--- src/rtl/tone_voice_pkg.sv ---
// Shared types and constants for the tone_voice triangle/ADSR voice.
// Holds the envelope state encoding, default envelope shaping constants,
// datapath widths and the phase-to-triangle mapping helper.
package tone_voice_pkg;

  localparam int unsigned SAMPLE_W = 16;
  localparam int unsigned DIV_W    = 16;
  localparam int unsigned PHASE_W  = 8;
  localparam int unsigned LEVEL_W  = 8;

  localparam int unsigned DEF_SAMPLE_DIV    = 1000;
  localparam int unsigned DEF_ATTACK_STEP   = 4;
  localparam int unsigned DEF_DECAY_STEP    = 1;
  localparam int unsigned DEF_SUSTAIN_LEVEL = 192;
  localparam int unsigned DEF_RELEASE_STEP  = 2;

  typedef enum logic [2:0] {
    ENV_IDLE    = 3'd0,
    ENV_ATTACK  = 3'd1,
    ENV_DECAY   = 3'd2,
    ENV_SUSTAIN = 3'd3,
    ENV_RELEASE = 3'd4
  } env_state_t;

  // Fold the 8-bit phase into a 0..127 ramp and centre it to -64..63.
  function automatic logic signed [7:0] tri_wave(input logic [7:0] ph);
    logic [6:0] t;
    t = ph[7] ? ~ph[6:0] : ph[6:0];
    return $signed({1'b0, t}) - 8'sd64;
  endfunction

endpackage

--- src/rtl/tone_voice_if.sv ---
// Note-sequencer to voice link.
//   phase_divider : clk48m cycles per phase step, taken on trigger
//   trigger       : one-cycle pulse, start a new note
//   dehold        : one-cycle pulse, release the current note
//   sample        : signed audio sample
//   sample_valid  : one-cycle strobe, sample updated this cycle
interface tone_voice_if;
  import tone_voice_pkg::*;

  logic [DIV_W-1:0]           phase_divider;
  logic                       trigger;
  logic                       dehold;
  logic signed [SAMPLE_W-1:0] sample;
  logic                       sample_valid;

  modport master (
    output phase_divider, trigger, dehold,
    input  sample, sample_valid
  );

  modport slave (
    input  phase_divider, trigger, dehold,
    output sample, sample_valid
  );
endinterface

--- src/rtl/tone_env.sv ---
// ADSR envelope: state machine plus 8-bit level register.
//   clk48m, rst : clock, synchronous active-high reset
//   trigger     : enter ATTACK from any state (level kept)
//   dehold      : enter RELEASE from ATTACK/DECAY/SUSTAIN
//   tick        : sample-rate strobe; level only moves on ticks
//   level       : current envelope level, 0..255
module tone_env
  import tone_voice_pkg::*;
#(
  parameter int unsigned ATTACK_STEP   = DEF_ATTACK_STEP,
  parameter int unsigned DECAY_STEP    = DEF_DECAY_STEP,
  parameter int unsigned SUSTAIN_LEVEL = DEF_SUSTAIN_LEVEL,
  parameter int unsigned RELEASE_STEP  = DEF_RELEASE_STEP
) (
  input  logic               clk48m,
  input  logic               rst,
  input  logic               trigger,
  input  logic               dehold,
  input  logic               tick,
  output logic [LEVEL_W-1:0] level
);

  env_state_t         state, state_d;
  logic [LEVEL_W-1:0] level_d;

  // 9-bit intermediates: bit 8 flags overflow (attack) or borrow (decay/release).
  logic [LEVEL_W:0] att_sum, dec_diff, rel_diff;
  logic             att_full, dec_floor, rel_zero;
  logic             dehold_act, env_event;

  assign att_sum  = {1'b0, level} + 9'(ATTACK_STEP);
  assign dec_diff = {1'b0, level} - 9'(DECAY_STEP);
  assign rel_diff = {1'b0, level} - 9'(RELEASE_STEP);

  assign att_full  = (att_sum >= 9'd255);
  assign dec_floor = dec_diff[LEVEL_W] || (dec_diff <= 9'(SUSTAIN_LEVEL));
  assign rel_zero  = rel_diff[LEVEL_W] || (rel_diff == 9'd0);

  assign dehold_act = dehold && (state inside {ENV_ATTACK, ENV_DECAY, ENV_SUSTAIN});
  // Any accepted note event freezes the level for that cycle, even on a tick.
  assign env_event  = trigger || dehold_act;

  // State and level registers.
  always_ff @(posedge clk48m) begin
    if (rst) begin
      state <= ENV_IDLE;
      level <= '0;
    end else begin
      state <= state_d;
      level <= level_d;
    end
  end

  // Next-state: trigger beats dehold, which beats tick-driven progress.
  always_comb begin
    state_d = state;
    if (trigger) begin
      state_d = ENV_ATTACK;
    end else if (dehold_act) begin
      state_d = ENV_RELEASE;
    end else if (tick) begin
      case (state)
        ENV_ATTACK:  if (att_full)  state_d = ENV_DECAY;
        ENV_DECAY:   if (dec_floor) state_d = ENV_SUSTAIN;
        ENV_RELEASE: if (rel_zero)  state_d = ENV_IDLE;
        default:     state_d = state;
      endcase
    end
  end

  // Level update with saturation/clamping per state.
  always_comb begin
    level_d = level;
    if (tick && !env_event) begin
      case (state)
        ENV_ATTACK:  level_d = att_full  ? 8'hFF : att_sum[LEVEL_W-1:0];
        ENV_DECAY:   level_d = dec_floor ? 8'(SUSTAIN_LEVEL) : dec_diff[LEVEL_W-1:0];
        ENV_RELEASE: level_d = rel_zero  ? 8'd0 : rel_diff[LEVEL_W-1:0];
        ENV_IDLE:    level_d = 8'd0;
        default:     level_d = level;
      endcase
    end
  end

endmodule

--- src/rtl/tone_voice.sv ---
// Single-voice triangle generator with ADSR envelope.
//   clk48m : sole clock
//   rst    : synchronous active-high reset
//   bus    : slave side of tone_voice_if (phase_divider/trigger/dehold in,
//            sample/sample_valid out)
// A sample is produced every SAMPLE_DIV cycles as wave * level * 2.
module tone_voice
  import tone_voice_pkg::*;
#(
  parameter int unsigned SAMPLE_DIV    = DEF_SAMPLE_DIV,
  parameter int unsigned ATTACK_STEP   = DEF_ATTACK_STEP,
  parameter int unsigned DECAY_STEP    = DEF_DECAY_STEP,
  parameter int unsigned SUSTAIN_LEVEL = DEF_SUSTAIN_LEVEL,
  parameter int unsigned RELEASE_STEP  = DEF_RELEASE_STEP
) (
  input  logic        clk48m,
  input  logic        rst,
  tone_voice_if.slave bus
);

  localparam int unsigned SCNT_W = (SAMPLE_DIV > 1) ? $clog2(SAMPLE_DIV) : 1;

  logic [SCNT_W-1:0]  scnt;
  logic               tick;
  logic [DIV_W-1:0]   div_q;
  logic [DIV_W-1:0]   pcnt;
  logic [PHASE_W-1:0] phase;
  logic [LEVEL_W-1:0] level;

  logic signed [7:0]          wave;
  logic signed [SAMPLE_W-1:0] wave_ext, level_ext, product;

  // Free-running sample-rate counter; note events never disturb it.
  assign tick = (scnt == SCNT_W'(SAMPLE_DIV - 1));

  always_ff @(posedge clk48m) begin
    if (rst || tick) scnt <= '0;
    else             scnt <= scnt + SCNT_W'(1);
  end

  // Phase accumulator; a zero divider freezes the waveform.
  always_ff @(posedge clk48m) begin
    if (rst) begin
      div_q <= '0;
      pcnt  <= '0;
      phase <= '0;
    end else if (bus.trigger) begin
      div_q <= bus.phase_divider;
      pcnt  <= '0;
      phase <= '0;
    end else if (div_q != '0) begin
      if (pcnt == div_q - DIV_W'(1)) begin
        pcnt  <= '0;
        phase <= phase + PHASE_W'(1);
      end else begin
        pcnt <= pcnt + DIV_W'(1);
      end
    end
  end

  tone_env #(
    .ATTACK_STEP   (ATTACK_STEP),
    .DECAY_STEP    (DECAY_STEP),
    .SUSTAIN_LEVEL (SUSTAIN_LEVEL),
    .RELEASE_STEP  (RELEASE_STEP)
  ) u_env (
    .clk48m  (clk48m),
    .rst     (rst),
    .trigger (bus.trigger),
    .dehold  (bus.dehold),
    .tick    (tick),
    .level   (level)
  );

  // |wave*level| <= 16320, so the 16-bit product and its doubling never overflow.
  assign wave      = tri_wave(phase);
  assign wave_ext  = SAMPLE_W'(wave);
  assign level_ext = $signed(SAMPLE_W'(level));
  assign product   = wave_ext * level_ext;

  // Output registers: sample uses the pre-update level of the tick cycle.
  always_ff @(posedge clk48m) begin
    if (rst) begin
      bus.sample       <= '0;
      bus.sample_valid <= 1'b0;
    end else begin
      bus.sample_valid <= tick;
      if (tick) bus.sample <= product <<< 1;
    end
  end

endmodule

--- src/flat_wrapper.sv ---
// flat-port wrapper written by rule: the top's interface ports become plain ports
module tone_voice_flat import tone_voice_pkg::*;
#(
  parameter int unsigned SAMPLE_DIV    = DEF_SAMPLE_DIV,
  parameter int unsigned ATTACK_STEP   = DEF_ATTACK_STEP,
  parameter int unsigned DECAY_STEP    = DEF_DECAY_STEP,
  parameter int unsigned SUSTAIN_LEVEL = DEF_SUSTAIN_LEVEL,
  parameter int unsigned RELEASE_STEP  = DEF_RELEASE_STEP
)
  (clk48m, rst, bus_phase_divider, bus_trigger, bus_dehold, bus_sample, bus_sample_valid);
  tone_voice_if bus_i ();
  input  logic clk48m;
  input  logic rst;
  input wire logic [$bits(bus_i.phase_divider)-1:0] bus_phase_divider;
  input wire logic [$bits(bus_i.trigger)-1:0] bus_trigger;
  input wire logic [$bits(bus_i.dehold)-1:0] bus_dehold;
  output wire logic [$bits(bus_i.sample)-1:0] bus_sample;
  output wire logic [$bits(bus_i.sample_valid)-1:0] bus_sample_valid;
  assign bus_i.phase_divider = bus_phase_divider;
  assign bus_i.trigger = bus_trigger;
  assign bus_i.dehold = bus_dehold;
  assign bus_sample = bus_i.sample;
  assign bus_sample_valid = bus_i.sample_valid;
  tone_voice #(.SAMPLE_DIV(SAMPLE_DIV), .ATTACK_STEP(ATTACK_STEP), .DECAY_STEP(DECAY_STEP), .SUSTAIN_LEVEL(SUSTAIN_LEVEL), .RELEASE_STEP(RELEASE_STEP)) u_core (.clk48m(clk48m), .rst(rst), .bus(bus_i));
endmodule
--- config.mk ---
export PLATFORM = sky130hd
export DESIGN_NAME = tone_voice_flat
export DESIGN_NICKNAME = d
export VERILOG_FILES = /design/src/rtl/tone_voice_pkg.sv /design/src/rtl/tone_voice_if.sv /design/src/rtl/tone_env.sv /design/src/rtl/tone_voice.sv /design/src/flat_wrapper.sv
export SDC_FILE = /design/constraint.sdc
export NUM_CORES = 1
export LEC_CHECK = 0
export CAP_MARGIN = 20
export CORE_UTILIZATION = 35
export CTS_BUF_LIST = sky130_fd_sc_hd__clkbuf_8
export DETAILED_ROUTE_END_ITERATION = 12
export PLACE_DENSITY = 0.59
export SYNTH_ARGS = -nofsm -noshare
export SYNTH_HDL_FRONTEND = slang
export SYNTH_SLANG_ARGS = --single-unit
--- constraint.sdc ---
create_clock -name clk48m -period 6.22 [get_ports clk48m]
set_input_delay 0.933 -clock clk48m [delete_from_list [all_inputs] [get_ports clk48m]]
set_output_delay 0.933 -clock clk48m [all_outputs]
set_load 0.05 [all_outputs]
==> metrics.md <==
| Metric | Value |
|---|---|
| Count leader, synth | nor2_1 |
| Placed Cells incl. Taps | 994 |
| Final Worst Setup Slack | 1.09 ns |
| Final min period | 5.13 ns |
| Final Setup Violations | 0 |
| Layout fillers | 1791 |
| Clock latency on the worst-skew pair | 0.37 ns |
| Initial core utilization | 36.3% |
| N_diodes | 0 |
| Non-filler instance count after layout | 1010 |
| Setup Skew | 0.00913 ns |
| Fin Hold WS | 0.448 ns |
| Slew headroom | 42.7% |
| Worst-Margin Slew | 0.857 ns |
| FF+latch area | 0.00154 mm² |
| Final hold vios | 0 |
| WS Path Type | reg2reg |
| Status | completed |
| Total track usage | 16.6% |
| Die X | 137 µm |
| DRT Pass-1 Iters | 5 |
| Post-synth ARST share | 0% |
| Root buffer cell | clkbuf_8 |
| First-pass GRT wire length | 24300 µm |
| Hold path startpoint | u_core.scnt[0] |
| Die span in y | 137 µm |
| Crit path max fanout | 9 |
| Mapped Avg Cell Area | 8.33 µm² |
| Post-synth net total | 870 |
| Routed via count | 5065 |
| Post-synth top flop | dfxtp_1 |
| Area contributors post-synth | dfxtp_1, fa_1, ha_1, xnor2_1, nor2_1 |
| Pwr Total | 1.01 mW |
| # hold bufs at CTS | 0 |
| Layout cells sized above 1 | 4.59% |
| Post-CTS setup buffers | 0 |
| Antenna viol nets, final | 0 |
| Post-route setup TNS | 0 ns |
| Layout area overhead | 11.3% |
| Fin crit share | 82.6% |
| Hold Crit Class | reg2reg |
| Worst-case reg-to-reg path depth | 18 |
| Sink Count | 77 |
| Synth Register Bits | 77 |
| Critical Path Start Type | flop |
| Synth top cells by count | nor2_1, dfxtp_1, nand2_1 |
| Antenna violations before repair | 0 |
| Area occupied by multi-input gates | 0.00440 mm² |
| Max VDD drop | 0.104 mV |
| Num CTS Buffers | 9 |
| CTS max path bufs | 2 |
| Starting DRT DRC Count | 335 |
| Hold path depth | 1 |
| Synth cell types | 65 |
| Pre-CTS setup slack | 1.11 ns |
| Synth Instances | 762 |
| Routed wire length | 14100 µm |
| Post-Syn Area | 0.00635 mm² |
| Static leakage | 2.89 nW |
| Number of synthesized flops with an enable pin | 0 |
| Avg Vias per Cell | 5.01 |
| Die area | 0.0187 mm² |
| Std-Cell Rows | 48 |
| Slew Viols, Final | 0 |
| Maximum capacitance violations | 0 |
| I/O Pins | 37 |
| Final #Nets | 888 |
| GP Congestion | 0.822 |
| Core Box Area | 0.0175 mm² |
| CTS H-tree depth | 3 |
| Max Fclk | 0.195 GHz |
| PwrDens | 143 mW/mm² |
| CP Capture Type | flop |
| Vias in the first global route | 4852 |
| Post-CTS Resized | 0 |
| Reg2reg end | u_core.bus.sample[15] |
| Seq/Total Area, Yosys | 24.3% |
| Hpwl dp | 10300 µm |
| WHS Endpoint | u_core.scnt[0] |
| Synth Warn # | 0 |
| CTS clk-pin slew, worst paths | 0.09 ns |
| TritonCTS clock tree | yes |
| Reg2reg setup slack | 1.09 ns |
| Yosys top cell area share | 24.3% |
| Arrival @ worst endpoint | 5.40 ns |
| Port Buffers | 35 |
| DR WL/cell | 14.0 µm |
| Post-synth top area cell | dfxtp_1 |
| RSZ-0062 raised after global routing | false |
| Total gr overflow | 0 |
| Data required, critical path | 6.48 ns |
| DRC | 0 |
| Largest net degree at the start of global routing | 54 |
| Worst r2r src | u_core.phase[7] |
==> power breakdown <==
group	leakage [nW]	internal (mW)	switching, mW
registers	0.625	0.502	0.0138
clock network	0.102	0.191	0.204
logic	2.16	0.0450	0.0534
total	2.89	0.738	0.271
==> how the worst max path moves through the flow <==
stage               startpoint                     to  slack, ns  cells past startpoint
2_1_floorplan  u_core.phase[7]  u_core.bus.sample[15]       1.39                     20
3_3_place_gp   u_core.phase[7]  u_core.bus.sample[15]       1.22                     18
3_5_place_dp   u_core.phase[7]  u_core.bus.sample[15]       1.11                     19
4_1_cts        u_core.phase[7]  u_core.bus.sample[15]       1.06                     18
5_1_grt        u_core.phase[7]  u_core.bus.sample[15]       0.68                     19
6_report       u_core.phase[7]  u_core.bus.sample[15]       1.09                     18
==> cell type report <==
type / count / area share (%)
Multi-Input combinational cell: 585 / 62.3
Sequential cell: 77 / 21.8
Timing Repair Buffer: 40 / 5.42
Tap cell: 225 / 3.98
Inverter: 67 / 3.56
Clock buffer: 13 / 2.53
Clock inverter: 3 / 0.354
==> worst max-delay path: stages, from the launching register on <==
cell,delay [ns]
dfxtp_1,0.57
xor2_1,0.50
nand2_1,0.16
fa_1,0.52
fa_1,0.50
inv_1,0.06
fa_1,0.54
inv_1,0.06
fa_1,0.53
inv_1,0.04
ha_1,0.32
o21a_1,0.13
o21ai_0,0.22
a21oi_1,0.14
o211ai_1,0.18
nand3b_1,0.09
a21oi_1,0.18
xnor2_1,0.09
a22o_1,0.20
==> layout by cell type, fill, tap and decap left out, types with 4 or more instances in the layout <==
master and count:
nor2_1 85, dfxtp_1 77, nand2_1 71, inv_1 67
ha_1 51, and2_1 42, xnor2_1 38, a21oi_1 37
fa_1 37, nand3_1 34, clkdlybuf4s50_1 34, xor2_1 26
mux2i_1 25, nor3_1 16, clkbuf_8 13, nand4_1 12
o21ai_0 10, or3_1 9, a31oi_1 7, nand2b_1 6
and3_1 6, nor2b_1 5, a211oi_1 5, buf_4 5
o21bai_1 4
==> state kept, by name, summed over array words and instances (netlist names) <==
register and cells:
u_core.phase 8, u_core.scnt 10, u_core.bus.sample_valid 1, u_core.u_env.state 3
u_core.bus.sample 15, u_core.u_env.level 8, u_core.pcnt 16, u_core.div_q 16
==> routing by layer <==
layer / part of all wire (%) / global-route usage [%]
met1: 54 / 24.7
met2: 41 / 23.5
met3: 3.2 / 2.59
met4: 1.8 / 6.98
met5: 0 / 0
==> stage by stage <==
| stage | util (%) | instance area, µm² |
|---|---|---|
| detailed placement | 39.3 | 6860 |
| global route | 40.4 | 7070 |
| floorplan | - | 6350 |
| CTS | 40.4 | 7070 |
| global placement | 39.3 | 6860 |
| finish | 40.4 | 7070 |
==> logic make-up (layout without fill, tap and decap cells) <==
family | after synthesis | after routing | share of synthesized area [%]
xor gates and xnor gates | 64 | 64 | 8.83
muxes | 25 | 25 | 3.94
adders and majority gates | 89 | 89 | 21.9
AOI/OAI and AO/OA | 95 | 95 | 9.87
and+or+nand+nor | 311 | 311 | 24.7
DFF | 77 | 77 | 24.3
other | 1 | 1 | 0.0591
buffers and inverters | 100 | 123 | 6.46
Power figures use the tool's default switching activity.
